<file path="src/rtl/spi_master_ctrl_if.sv">
// Host request port and SPI pins of spi_master_ctrl.
// The master modport is the controller's view; the slave modport is the host plus the SPI device.
interface spi_master_ctrl_if #(
    parameter int DATA_WIDTH   = 8,
    parameter int NO_OF_SLAVES = 1
) ();
    localparam int SEL_W = (NO_OF_SLAVES > 1) ? $clog2(NO_OF_SLAVES) : 1;

    logic                    start;
    logic [DATA_WIDTH-1:0]   tx_data;
    logic [SEL_W-1:0]        slave_sel;
    logic                    cpol;
    logic                    cpha;
    logic [7:0]              baud_div;
    logic [7:0]              ct2_delay;
    logic [7:0]              t2c_delay;
    logic                    busy;
    logic                    done;
    logic [DATA_WIDTH-1:0]   rx_data;
    logic                    sclk;
    logic [NO_OF_SLAVES-1:0] cs;
    logic                    mosi0;
    logic                    miso0;

    modport master (
        input  start, tx_data, slave_sel, cpol, cpha, baud_div, ct2_delay, t2c_delay, miso0,
        output busy, done, rx_data, sclk, cs, mosi0
    );

    modport slave (
        output start, tx_data, slave_sel, cpol, cpha, baud_div, ct2_delay, t2c_delay, miso0,
        input  busy, done, rx_data, sclk, cs, mosi0
    );
endinterface

</file>
<file path="src/rtl/spi_master_ctrl.sv">
// Single-lane SPI master: one word per request, LSB first, any CPOL/CPHA mode,
// programmable sclk half-period and cs-to-clock / clock-to-cs delays.
module spi_master_ctrl #(
    parameter int DATA_WIDTH   = 8,
    parameter int NO_OF_SLAVES = 1
) (
    input  logic              i_pclk,
    input  logic              i_areset,
    spi_master_ctrl_if.master io_bus
);
    localparam int                EDGE_W    = $clog2(2 * DATA_WIDTH);
    localparam logic [EDGE_W-1:0] LAST_EDGE = EDGE_W'(2 * DATA_WIDTH - 1);

    typedef enum logic [1:0] {IDLE, SETUP, SHIFT, HOLD} state_t;

    state_t                  r_state;
    logic [7:0]              r_timer;
    logic [7:0]              r_half_m1;
    logic [7:0]              r_t2c;
    logic [EDGE_W-1:0]       r_edge;
    logic                    r_cpha;
    logic [DATA_WIDTH-1:0]   r_tx;
    logic [DATA_WIDTH-1:0]   r_rx_shift;
    logic [DATA_WIDTH-1:0]   r_rx_data;
    logic                    r_sclk;
    logic                    r_mosi;
    logic                    r_busy;
    logic                    r_done;
    logic [NO_OF_SLAVES-1:0] r_cs;

    logic [NO_OF_SLAVES-1:0] w_cs_sel;
    logic [7:0]              w_half_m1;
    logic                    w_leading;
    logic                    w_last;

    // Out-of-range selects decode to all ones: the transfer still runs with no device enabled.
    always_comb begin
        // NOTE: default every combinational output first so no path leaves it unassigned (no latch).
        w_cs_sel = '1;
        for (int i = 0; i < NO_OF_SLAVES; i++) begin
            if (int'(io_bus.slave_sel) == i) w_cs_sel[i] = 1'b0;
        end
    end

    assign w_half_m1 = (io_bus.baud_div == 8'd0) ? 8'd0 : io_bus.baud_div - 8'd1;
    assign w_leading = ~r_edge[0];
    assign w_last    = (r_edge == LAST_EDGE);

    always_ff @(posedge i_pclk) begin
        if (i_areset) begin
            r_state    <= IDLE;
            r_timer    <= '0;
            r_half_m1  <= '0;
            r_t2c      <= '0;
            r_edge     <= '0;
            r_cpha     <= 1'b0;
            r_tx       <= '0;
            r_rx_shift <= '0;
            r_rx_data  <= '0;
            r_sclk     <= 1'b0;
            r_mosi     <= 1'b0;
            r_busy     <= 1'b0;
            r_done     <= 1'b0;
            r_cs       <= '1;
        end else begin
            // NOTE: non-blocking throughout; a later assignment in the same cycle overrides this default.
            r_done <= 1'b0;
            case (r_state)
                IDLE: begin
                    r_sclk <= io_bus.cpol;
                    if (io_bus.start) begin
                        r_tx      <= io_bus.tx_data;
                        r_cpha    <= io_bus.cpha;
                        r_half_m1 <= w_half_m1;
                        r_t2c     <= io_bus.t2c_delay;
                        r_edge    <= '0;
                        r_cs      <= w_cs_sel;
                        r_busy    <= 1'b1;
                        if (!io_bus.cpha) r_mosi <= io_bus.tx_data[0];
                        if (io_bus.ct2_delay == 8'd0) begin
                            r_state <= SHIFT;
                            r_timer <= w_half_m1;
                        end else begin
                            r_state <= SETUP;
                            r_timer <= io_bus.ct2_delay - 8'd1;
                        end
                    end
                end
                SETUP: begin
                    if (r_timer == 8'd0) begin
                        r_state <= SHIFT;
                        r_timer <= r_half_m1;
                    end else begin
                        r_timer <= r_timer - 8'd1;
                    end
                end
                SHIFT: begin
                    if (r_timer != 8'd0) begin
                        r_timer <= r_timer - 8'd1;
                    end else begin
                        r_sclk  <= ~r_sclk;
                        r_edge  <= r_edge + 1'b1;
                        r_timer <= w_last ? r_t2c : r_half_m1;
                        if (w_last) r_state <= HOLD;
                        // Capture on leading edge for CPHA=0 and trailing edge for CPHA=1; drive on the other.
                        if (w_leading ^ r_cpha) begin
                            r_rx_shift <= {io_bus.miso0, r_rx_shift[DATA_WIDTH-1:1]};
                        end else if (r_cpha) begin
                            r_mosi <= r_tx[0];
                            r_tx   <= r_tx >> 1;
                        end else if (!w_last) begin
                            r_mosi <= r_tx[1];
                            r_tx   <= r_tx >> 1;
                        end
                    end
                end
                HOLD: begin
                    if (r_timer == 8'd0) begin
                        r_state   <= IDLE;
                        r_cs      <= '1;
                        r_rx_data <= r_rx_shift;
                        r_done    <= 1'b1;
                        r_busy    <= 1'b0;
                    end else begin
                        r_timer <= r_timer - 8'd1;
                    end
                end
                default: r_state <= IDLE;
            endcase
        end
    end

    assign io_bus.busy    = r_busy;
    assign io_bus.done    = r_done;
    assign io_bus.rx_data = r_rx_data;
    assign io_bus.sclk    = r_sclk;
    assign io_bus.cs      = r_cs;
    assign io_bus.mosi0   = r_mosi;
endmodule

</file>
<file path="src/flat_wrapper.sv">
// flat-port wrapper written by rule: the top's interface ports become plain ports
module spi_master_ctrl_flat 
#(
    parameter int DATA_WIDTH   = 8,
    parameter int NO_OF_SLAVES = 1
)
  (i_pclk, i_areset, io_bus_start, io_bus_tx_data, io_bus_slave_sel, io_bus_cpol, io_bus_cpha, io_bus_baud_div, io_bus_ct2_delay, io_bus_t2c_delay, io_bus_miso0, io_bus_busy, io_bus_done, io_bus_rx_data, io_bus_sclk, io_bus_cs, io_bus_mosi0);
  spi_master_ctrl_if #(.DATA_WIDTH(DATA_WIDTH), .NO_OF_SLAVES(NO_OF_SLAVES)) io_bus_i ();
  input  logic i_pclk;
  input  logic i_areset;
  input wire logic [$bits(io_bus_i.start)-1:0] io_bus_start;
  input wire logic [$bits(io_bus_i.tx_data)-1:0] io_bus_tx_data;
  input wire logic [$bits(io_bus_i.slave_sel)-1:0] io_bus_slave_sel;
  input wire logic [$bits(io_bus_i.cpol)-1:0] io_bus_cpol;
  input wire logic [$bits(io_bus_i.cpha)-1:0] io_bus_cpha;
  input wire logic [$bits(io_bus_i.baud_div)-1:0] io_bus_baud_div;
  input wire logic [$bits(io_bus_i.ct2_delay)-1:0] io_bus_ct2_delay;
  input wire logic [$bits(io_bus_i.t2c_delay)-1:0] io_bus_t2c_delay;
  input wire logic [$bits(io_bus_i.miso0)-1:0] io_bus_miso0;
  output wire logic [$bits(io_bus_i.busy)-1:0] io_bus_busy;
  output wire logic [$bits(io_bus_i.done)-1:0] io_bus_done;
  output wire logic [$bits(io_bus_i.rx_data)-1:0] io_bus_rx_data;
  output wire logic [$bits(io_bus_i.sclk)-1:0] io_bus_sclk;
  output wire logic [$bits(io_bus_i.cs)-1:0] io_bus_cs;
  output wire logic [$bits(io_bus_i.mosi0)-1:0] io_bus_mosi0;
  assign io_bus_i.start = io_bus_start;
  assign io_bus_i.tx_data = io_bus_tx_data;
  assign io_bus_i.slave_sel = io_bus_slave_sel;
  assign io_bus_i.cpol = io_bus_cpol;
  assign io_bus_i.cpha = io_bus_cpha;
  assign io_bus_i.baud_div = io_bus_baud_div;
  assign io_bus_i.ct2_delay = io_bus_ct2_delay;
  assign io_bus_i.t2c_delay = io_bus_t2c_delay;
  assign io_bus_i.miso0 = io_bus_miso0;
  assign io_bus_busy = io_bus_i.busy;
  assign io_bus_done = io_bus_i.done;
  assign io_bus_rx_data = io_bus_i.rx_data;
  assign io_bus_sclk = io_bus_i.sclk;
  assign io_bus_cs = io_bus_i.cs;
  assign io_bus_mosi0 = io_bus_i.mosi0;
  spi_master_ctrl #(.DATA_WIDTH(DATA_WIDTH), .NO_OF_SLAVES(NO_OF_SLAVES)) u_core (.i_pclk(i_pclk), .i_areset(i_areset), .io_bus(io_bus_i));
endmodule
</file>
<file path="config.mk">
export PLATFORM = sky130hd
export DESIGN_NAME = spi_master_ctrl_flat
export DESIGN_NICKNAME = d
export VERILOG_FILES = /design/src/rtl/spi_master_ctrl_if.sv /design/src/rtl/spi_master_ctrl.sv /design/src/flat_wrapper.sv
export SDC_FILE = /design/constraint.sdc
export NUM_CORES = 1
export LEC_CHECK = 0
export CAP_MARGIN = 10
export CORE_ASPECT_RATIO = 0.5
export CORE_MARGIN = 2
export CORE_UTILIZATION = 45
export DETAILED_ROUTE_END_ITERATION = 10
export PLACE_DENSITY_LB_ADDON = 0.12
export SLEW_MARGIN = 20
export SYNTH_ARGS = -nofsm -noshare
export SYNTH_HDL_FRONTEND = slang
export SYNTH_SLANG_ARGS = --single-unit
</file>
<file path="constraint.sdc">
create_clock -name i_pclk -period 2.4 [get_ports i_pclk]
set_clock_uncertainty 0.2 [all_clocks]
set_input_delay 0.48 -clock i_pclk [delete_from_list [all_inputs] [get_ports i_pclk]]
set_output_delay 0.48 -clock i_pclk [all_outputs]
set_load 0.05 [all_outputs]
</file>
==> summary.md <==
| Metric | Value |
|---|---|
| Run status | finished, final reports clean |
| Number of synthesized register bits | 60 |
| I/O pin cnt | 52 |
| CP Launch Type | flop |
| VDD IR max | 0.5561 mV |
| Sequential group share of total power | 0.259 |
| Total instance count after detailed placement | 565 |
| Fmax | 0.4286 GHz |
| Final-report hold violation count | 0 |
| Relative area change from synthesis to final layout | 39.84% |
| Final core utilization | 0.6679 |
| Net switching power figure | 2.019 mW |
| Standard cell core area | 6858 µm² |
| Maximum number of pins on one net before global-route repair | 30 |
| Synth cell count leaders | sky130_fd_sc_hd__dfxtp_1, sky130_fd_sc_hd__nor2_1, sky130_fd_sc_hd__nand2_1 |
| Post-Syn Nets | 444 |
| Diode count | 0 |
| Clock tree from TritonCTS | yes |
| TritonRoute pass-1 iters | 5 |
| Overall via count from detail_route | 3,384 |
| Clock network fraction of design power | 0.285 |
| Number of buffers added on ports | 51 |
| Netlist area before placement | 3276 µm² |
| Final nets | 533 |
| Crit path max-delay cell type | sky130_fd_sc_hd__dfxtp_1 |
| Number of buffers created by CTS | 9 |
| Max FO, Critical Path | 5 |
| Flip-flop cell with the highest count after synthesis | sky130_fd_sc_hd__dfxtp_1 |
| Register-to-register setup slack | 70 ps |
| Post-route clock period utilization | 0.9721 |
| Final weighted congestion in routability-driven placement | 0.8672 |
| Leakage | 1.787 nW |
| Per-cell routed wire length | 16.83 µm |
| Relative slew margins | 0.6466 |
| Path class of the lowest-slack min-delay path | flop to flop |
| Top-count cell post-synth | sky130_fd_sc_hd__dfxtp_1 |
| Pint | 3.327 mW |
| Fin crit period | 2333 ps |
| Number of clock sinks | 60 |
| Avg Inst Size Synth | 8.272 µm² |
| Worst Slack Setup Final | 66.86 ps |
| Synth top area share | 0.3667 |
| DRC violation count after routing | 0 |
| H-tree Lvls | 3 |
| Largest area contributor in the netlist | sky130_fd_sc_hd__dfxtp_1 |
| Combinational cell fraction of total power | 0.456 |
| First-pass GRT wire length | 16,150 µm |
| CTS hold repair buffers | 0 |
| Clock network latency to the later pin of the worst-skew pair | 330 ps |
| Net switching fraction of the power | 0.3777 |
| Avg Vias per Cell | 5.814 |
| Critical Path End Type | flop |
| Starting density of the core | 0.4777 |
| Synth area leaders | sky130_fd_sc_hd__dfxtp_1, sky130_fd_sc_hd__a21oi_1, sky130_fd_sc_hd__nor2_1, sky130_fd_sc_hd__mux2i_1, sky130_fd_sc_hd__nand2_1 |
| Standard cell area after detailed placement | 4179 µm² |
| Number of distinct library cell variants in the gate-level netlist after synthesis | 63 |
| Final Hold Slack | 251.6 ps |
| EDFF count, synth | 0 |
| Number of antenna violations at the first check in global routing | 0 |
| Crit-path leading delay family | compound AO/OA/AOI/OAI gates |
| Power per Cell Area | 1167 nW/µm² |
| Max_cap viols | 0 |
| DR iter-0 viols | 217 |
| Setup repair after global routing missed its margin | yes |
| Root buffer selected by CTS | sky130_fd_sc_hd__clkbuf_16 |
| Die Y-Extent | 64.33 µm |
| Die width | 124.7 µm |
| Final cell area excluding filler cells | 4581 µm² |
| Share of layout cells above drive strength 1 | 0.1857 |
| DPL Wire Length | 7172 µm |
| Floorplan row count | 21 |
| Final wirelength | 9794 µm |
| Clock slew seen by the registers of the worst setup and hold paths | 50 ps |
| Number of standard cells in the final layout excluding fillers | 582 |
| Max Transition Viols Final | 0 |
| Yosys Warn Count | 0 |
| Worst slack, placed | -416.2 ps |
| Remaining number of nets flagged by the antenna check after routing | 0 |
| Via count of the first global-routing pass | 3,336 |
| Async set-reset flop share out of synthesis | 0 |
| Final setup vio count | 0 |
| Total routing resource utilization after global routing | 0.2516 |
| Total Power Consumption | 5.346 mW |
| Data required, critical path | 2410 ps |
| Final total negative setup slack | 0 ps |
| Maximum cell stage delay along the critical path | 400 ps |
| Die Footprint | 8019 µm² |
| Sequential element share of the synthesized area | 0.3667 |
| Clock Path Buffers | 2 |
| Post-synthesis instance total | 396 |
| Cell-by-cell trace of the critical path | inv_1 > ha_1 > nand4b_1 > a32o_1 > a221o_1 > a22oi_1 > nor3_1 |
| Worst path bufs/invs | 1 |
| Total gr overflow | 0 |
| Arrival time at the worst endpoint | 2340 ps |
| Filler cell count in the final layout | 581 |
| Slew @ Worst Pin | 527.2 ps |
| Kind of critical path | flop to flop |
[final cells by class]
type                       instances  area (µm²)  area share
clock buffer                      12       256.5     0.05600
clock inverter                     4       95.09     0.02076
inverter                          11       41.29    0.009014
multi-input combinational        302        1977      0.4316
sequential                        60        1201      0.2622
tap                               92       115.1     0.02513
timing repair buffer             101       894.6      0.1953
[path summary, 6_finish.rpt]
path,depth (start not counted),from,endpoint
worst max-delay path,7,u_core.r_state[1],u_core.r_timer[6]
worst min-delay path,2,u_core.io_bus.rx_data[1],u_core.io_bus.rx_data[1]
worst max register to register,7,u_core.r_state[1],u_core.r_timer[6]
worst min register to register,2,u_core.io_bus.rx_data[1],u_core.io_bus.rx_data[1]
[tightest hold or removal path, cell delays in order (launching register included)]
cell and delay (ps):
sky130_fd_sc_hd__dfxtp_1 300, sky130_fd_sc_hd__nand2_1 50, sky130_fd_sc_hd__a21oi_1 50
[metal layers]
layer | GRT usage | up-vias | share of wire
li1 | - | 1624 | -
met2 | 0.4283 | 117 | 0.46
met3 | 0.06616 | 10 | 0.070
met5 | 0 | - | 0
met4 | 0.07163 | 0 | 0.011
met1 | 0.3178 | 1633 | 0.46
[layout by cell type (no fill, tap or decap), drive strengths merged, types with 6 or more instances in the layout]
cell           instances
nand3                 17
clkbuf                12
mux2i                 16
nand2                 41
clkdlybuf4s50         48
ha                     9
nand2b                 8
nor2                  45
o21ai                 17
a31oi                  6
buf                   51
dfxtp                 60
a21oi                 37
a211oi                 8
inv                   11
nor3                  15
a22oi                  6
xnor2                  8
[repair_timing]
| action | in CTS | in global routing |
|---|---|---|
| setup buffers | 0 | 1 |
| setup endpoints to repair | 8 | 26 |
| gates resized for setup | 8 | 7 |
| pin swaps | 3 | 0 |
[logic make-up (layout without fill, tap and decap cells)]
| family | Yosys count | after routing | synth area share |
|---|---|---|---|
| fa+ha+maj | 9 | 9 | 0.03438 |
| mux | 17 | 17 | 0.05233 |
| flops | 60 | 60 | 0.3667 |
| compound gates | 110 | 110 | 0.2311 |
| simple gates | 156 | 156 | 0.2464 |
| buf+inv | 34 | 128 | 0.04239 |
| xor+xnor | 10 | 10 | 0.02674 |
[power groups by stage]
stage | combinational (mW) | clock (mW) | sequential, mW
final | 2.44 | 1.52 | 1.39
after global routing | 2.64 | 1.58 | 1.41
after CTS | 2.35 | 1.53 | 1.38
after detailed placement | 2.33 | 0 | 1.39
after global placement | 2.29 | 0 | 1.39
after floorplan | 1.51 | 0 | 1.40
[state kept, by name, indices dropped and copies added (netlist names)]
name                   cells
u_core.r_rx_shift          8
u_core.r_state             2
u_core.io_bus.busy         1
u_core.io_bus.cs           1
u_core.io_bus.mosi0        1
u_core.io_bus.done         1
u_core.io_bus.sclk         1
u_core.r_tx                8
u_core.r_t2c               8
u_core.io_bus.rx_data      8
u_core.r_timer             8
u_core.r_half_m1           8
u_core.r_cpha              1
u_core.r_edge              4
(Power assumes the default switching activity.)
